**src/rtl/bus_read_router.sv**
```systemverilog
// rtl/bus_read_router.sv - routes one of NUM_SRC source words onto the engine data return bus
// Source picked by the top address bits at read start; handshake, hold-until-release, timeout and error states.
module bus_read_router #(
  parameter int DATA_W   = 256,
  parameter int ADDR_W   = 16,
  parameter int NUM_SRC  = 4,
  parameter int SEL_BITS = 3,
  parameter int TIMEOUT  = 15,
  parameter int LOOPBACK = 1
) (
  input  logic                      Clk,
  input  logic                      nReset,
  input  logic                      nRead,
  input  logic                      nWrite,
  input  logic [ADDR_W-1:0]         Address,
  input  logic [DATA_W-1:0]         ExecDataIn,
  input  logic [NUM_SRC*DATA_W-1:0] SrcData,
  input  logic [NUM_SRC-1:0]        SrcValid,
  output logic [DATA_W-1:0]         DataOut,
  output logic                      DataValid,
  output logic                      BusError,
  output logic                      Busy
);

  localparam int NUM_SLOTS = 1 << SEL_BITS;
  localparam int CNT_W     = $clog2(TIMEOUT + 1);
  localparam logic [CNT_W-1:0]    CNT_LAST  = CNT_W'(TIMEOUT - 1);
  localparam logic [SEL_BITS:0]   SRC_LIMIT = (SEL_BITS + 1)'(NUM_SRC);

  typedef enum logic [1:0] {S_IDLE, S_WAIT, S_HOLD, S_ERR} state_t;

  state_t              r_state, w_state_nxt;
  logic [SEL_BITS-1:0] r_idx, w_idx_nxt;
  logic [CNT_W-1:0]    r_cnt, w_cnt_nxt;
  logic [DATA_W-1:0]   r_data_out, w_data_nxt;
  logic                r_data_valid, w_valid_nxt;

  logic [DATA_W-1:0]   w_slot_data [NUM_SLOTS];
  logic [NUM_SLOTS-1:0] w_slot_valid;
  logic [SEL_BITS-1:0] w_req_idx;
  logic                w_req_mapped;

  // Pad the source set out to the full decode range so any idx indexes safely; empty slots never go valid.
  genvar g;
  generate
    for (g = 0; g < NUM_SLOTS; g++) begin : g_slot
      if (g < NUM_SRC) begin : g_src
        assign w_slot_data[g]  = SrcData[g*DATA_W +: DATA_W];
        assign w_slot_valid[g] = SrcValid[g];
      end else begin : g_empty
        assign w_slot_data[g]  = '0;
        assign w_slot_valid[g] = 1'b0;
      end
    end
  endgenerate

  assign w_req_idx    = Address[ADDR_W-1 -: SEL_BITS];
  assign w_req_mapped = ({1'b0, w_req_idx} < SRC_LIMIT);

  always_comb begin
    w_state_nxt = r_state;
    w_idx_nxt   = r_idx;
    w_cnt_nxt   = r_cnt;
    w_data_nxt  = r_data_out;
    w_valid_nxt = 1'b0;
    case (r_state)
      S_IDLE: begin
        if (!nRead && !nWrite) begin
          w_state_nxt = S_ERR;
          w_data_nxt  = '1;
        end else if (!nRead) begin
          w_idx_nxt = w_req_idx;
          w_cnt_nxt = '0;
          if (w_req_mapped) begin
            w_state_nxt = S_WAIT;
          end else begin
            w_state_nxt = S_ERR;
            w_data_nxt  = '1;
          end
        end else if (!nWrite && (LOOPBACK != 0)) begin
          w_data_nxt = ExecDataIn;
        end
      end
      S_WAIT: begin
        // Release wins over a same-cycle SrcValid so an aborted read never returns data.
        if (nRead) begin
          w_state_nxt = S_IDLE;
        end else if (w_slot_valid[r_idx]) begin
          w_data_nxt  = w_slot_data[r_idx];
          w_valid_nxt = 1'b1;
          w_state_nxt = S_HOLD;
        end else if (r_cnt >= CNT_LAST) begin
          w_state_nxt = S_ERR;
          w_data_nxt  = '1;
        end else begin
          w_cnt_nxt = r_cnt + 1'b1;
        end
      end
      S_HOLD: begin
        if (nRead) w_state_nxt = S_IDLE;
      end
      S_ERR: begin
        if (nRead && nWrite) w_state_nxt = S_IDLE;
      end
      default: w_state_nxt = S_IDLE;
    endcase
  end

  always_ff @(posedge Clk or negedge nReset) begin
    if (!nReset) begin
      r_state      <= S_IDLE;
      r_idx        <= '0;
      r_cnt        <= '0;
      r_data_out   <= '0;
      r_data_valid <= 1'b0;
    end else begin
      r_state      <= w_state_nxt;
      r_idx        <= w_idx_nxt;
      r_cnt        <= w_cnt_nxt;
      r_data_out   <= w_data_nxt;
      r_data_valid <= w_valid_nxt;
    end
  end

  assign DataOut   = r_data_out;
  assign DataValid = r_data_valid;
  assign BusError  = (r_state == S_ERR);
  assign Busy      = (r_state != S_IDLE);

endmodule

```
**config.mk**
```make
export PLATFORM = sky130hd
export DESIGN_NAME = bus_read_router
export DESIGN_NICKNAME = d
export VERILOG_FILES = /design/src/rtl/bus_read_router.sv
export SDC_FILE = /design/constraint.sdc
export NUM_CORES = 1
export LEC_CHECK = 0
export ABC_AREA = 1
export BUFFER_PORTS_ARGS = -buffer_cell sky130_fd_sc_hd__buf_2
export CORE_AREA = 2 2 616 618
export CTS_BUF_LIST = sky130_fd_sc_hd__clkbuf_16
export DETAILED_ROUTE_END_ITERATION = 10
export DIE_AREA = 0 0 618 620
export PLACE_DENSITY = 0.3
export SLEW_MARGIN = 30
export SYNTH_ARGS = -nofsm -noshare
export SYNTH_HDL_FRONTEND = slang
export SYNTH_SLANG_ARGS = --single-unit
export TNS_END_PERCENT = 50
```
**constraint.sdc**
```tcl
create_clock -name Clk -period 2.3 [get_ports Clk]
set_input_delay 0.115 -clock Clk [delete_from_list [all_inputs] [get_ports Clk]]
set_output_delay 0.115 -clock Clk [all_outputs]
set_load 0.01 [all_outputs]
```
==> summary.txt <==
Starting Density: 6.22%
Yosys reg bits: 266
Die Height: 620 um
DP Cell Count: 10800
Slew Limit Fails: 0
Area contributors post-synth: nand2_1, dfrtp_1, nand3_1
grt ovf: 0
maximum buffer depth of the clock tree: 3
Post-Syn Instances: 4295
WP buf/inv: 4
hold_ws: 0.0501 ns
CP cell instances: buf_4, buf_12, buf_12, buf_4, nand2_1, nand3_1, nand2_1, nand3_1, nand2_1, nand2_1, nand2_1, nand2_1
critical path launch point type: flip-flop
Port Buffer Count: 1549
Vias/cell: 3.36
share of the synthesized area in the top cell type: 41.4%
Hold Path Depth: 5
first-pass GRT wire length: 378 mm
status: finished clean
initial antenna violation count: 238
max_slew headroom: 59.7%
RSZ-0062 raised after global routing: true
GP Congestion: 0.988
cell mode on critical path: nand2_1
number of setup violations in the final report: 0
EDFF count, synth: 0
core area: 377000 um2
Max Cap Viol: 0
LEAKAGE: 24.5 nW
Skew-Pair Late Insertion Delay: 0.68 ns
Worst Hold Class: input port to flip-flop
cell area after synthesis: 23500 um2
worst vdd ir: 599 uV
Layout area overhead: 113%
Hold Fails Final Rpt: 0
cts bufs inserted: 45
post-layout min period: 2.27 ns
post-DP HPWL: 253 mm
root cell of the clock tree: clkbuf_16
sequential fraction of the synthesis area: 28.3%
fin util: 13.3%
post-synth top area cell: nand2_1
dpl cell area: 39600 um2
Crit Path Class: flip-flop to flip-flop
DR vias: 39800
syn_area_per_cell: 5.47 um2
commonest non-fill, non-tap cell in the layout: nand2_1
DRT antenna net count: 0
CP top delay family: simple AND/OR/NAND/NOR gates
Detailed Routing Iterations Pass 1: 5
Worst Tran Pin Value: 0.598 ns
Worst-path clk slew: 0.06 ns
WP data required: 2.87 ns
Crit Reg-Reg Endpoint: DataOut[110]$_DFFE_PN0P_
commonest cells after routing, fill and taps aside: nand2_1, buf_2, dlygate4sd3_1, nand3_1, dfrtp_1
largest net degree at the start of global routing: 84
Post-Synthesis Net Count: 5601
R2R cell count: 12
die area: 383000 um2
ys flop type: dfrtp_1
fin crit share: 98.8%
crit-path max FO: 24
synth unique cells: 23
layout net count: 8022
routed wire length: 300 mm
CP Capture Type: flip-flop
largest stage delay on the critical path: 0.53 ns
vias in the first global route: 39700
Die X: 618 um
WHS Endpoint: DataOut[94]$_DFFE_PN0P_
Ys Warns: 0
Worst Skew: 0.0219 ns
clock sinks: 266
gr usage total: 14.7%
initial DRC count: 2523
pwr dens: 1240 nW/um2
DRC: 0
arrival time worst endpoint: 2.84 ns
Max H-tree Level: 2
Hold Crit Start: ExecDataIn[94]
FF-to-FF Start: r_idx[0]$_DFFE_PN0P_
final cell count without fillers: 11800
Synth async-reset ratio: 100%
CTS tree: yes
Slowest cell on crit path: dfrtp_4
Placement Rows: 226
io pins: 1563
f_max: 0.440 GHz
WL/cell: 25.4 um
design area: 50100 um2
share of cells above drive strength 1: 29.6%
flop2flop setup slack: 0.03 ns
## stage by stage
step                      setup WS (ns)  setup TNS (ns)  total power, mW
final                            0.0287               0             62.1
after global routing            -0.0374          -0.228             67.0
after CTS                        0.0140               0             62.0
after detailed placement        -0.0193         -0.0371             53.1
after global placement          -0.0232         -0.0371             53.4
after floorplan                   0.662               0             29.2
## worst max-delay path by stage
stage | startpoint | to | slack [ns] | cells past startpoint
after floorplan | r_cnt[0]$_DFFE_PN0P_ | DataOut[0]$_DFFE_PN0P_ | 0.66 | 11
after global placement | r_idx[0]$_DFFE_PN0P_ | DataOut[6]$_DFFE_PN0P_ | -0.02 | 12
after detailed placement | r_idx[0]$_DFFE_PN0P_ | DataOut[6]$_DFFE_PN0P_ | -0.02 | 12
after CTS | r_idx[0]$_DFFE_PN0P_ | DataOut[240]$_DFFE_PN0P_ | 0.01 | 10
after global routing | r_idx[0]$_DFFE_PN0P_ | DataOut[96]$_DFFE_PN0P_ | -0.04 | 12
final | r_idx[0]$_DFFE_PN0P_ | DataOut[110]$_DFFE_PN0P_ | 0.03 | 12
## cell usage after synthesis (all sizes together), types with 2 or more instances
cell    instances
or2             2
nor2            7
a21oi           5
ha              2
buf           230
xor2            2
o21ai         260
clkbuf        137
nand2        2589
nand3         777
inv            15
dfrtp         266
## cells by family after synthesis
logic type               count (synthesis)  synth area share (%)
XOR/XNOR                                 2                0.0746
AO/OA/AOI/OAI                          268                  5.79
adder cells (fa/ha/maj)                  2                 0.107
AND/OR/NAND/NOR                       3375                  58.2
buffers and inverters                  382                  7.51
flip-flops                             266                  28.3
## final cells by class
type	count	area (um2)
timing repair buffer	2741	20400
antenna	67	168
multi-input combinational	3647	15100
sequential	266	6660
clock buffer	47	1180
fill	44600	327000
inverter	15	104
tap	5016	6280
clock inverter	33	204
## worst register-to-register path, stage by stage, from the launching register on
cell and delay (ns):
dfrtp_4 0.53, buf_4 0.17, buf_12 0.15, buf_12 0.23
buf_4 0.27, nand2_1 0.14, nand3_1 0.22, nand2_1 0.13
nand3_1 0.07, nand2_1 0.07, nand2_1 0.06, nand2_1 0.08
nand2_1 0.05
## where the power goes
group / total (mW) / internal, mW / switching (mW)
Sequential: 8.74 / 7.24 / 1.51
Combinational: 46.4 / 16.2 / 30.2
Clock: 6.94 / 3.87 / 3.07
## repair_timing
item                       in CTS  in global routing
hold buffers                  838                  0
gates resized for setup         0                 39
hold endpoints to repair      530                  0
setup buffers                   0                 15
setup endpoints to repair       2                115
gates cloned                    0                 11
pin swaps                       0                  2
## routing by layer
| layer | share of wire, % | up-vias | GRT usage [%] | routed length [um] |
|---|---|---|---|---|
| met5 | 0.32 | - | 0 | 970 |
| met4 | 3.3 | 142 | 4.05 | 9960 |
| met3 | 7.5 | 605 | 4.58 | 22600 |
| met2 | 51 | 1607 | 26.8 | 152000 |
| met1 | 38 | 18800 | 16.2 | 114000 |
| li1 | - | 18600 | - | - |
## flip-flops by register name (all words and copies together), names as in the netlist
signal	flops
DataOut	256
r_cnt	4
r_idx	3
r_state	2
DataValid	1
No activity file was read; power rests on OpenSTA's default activity.
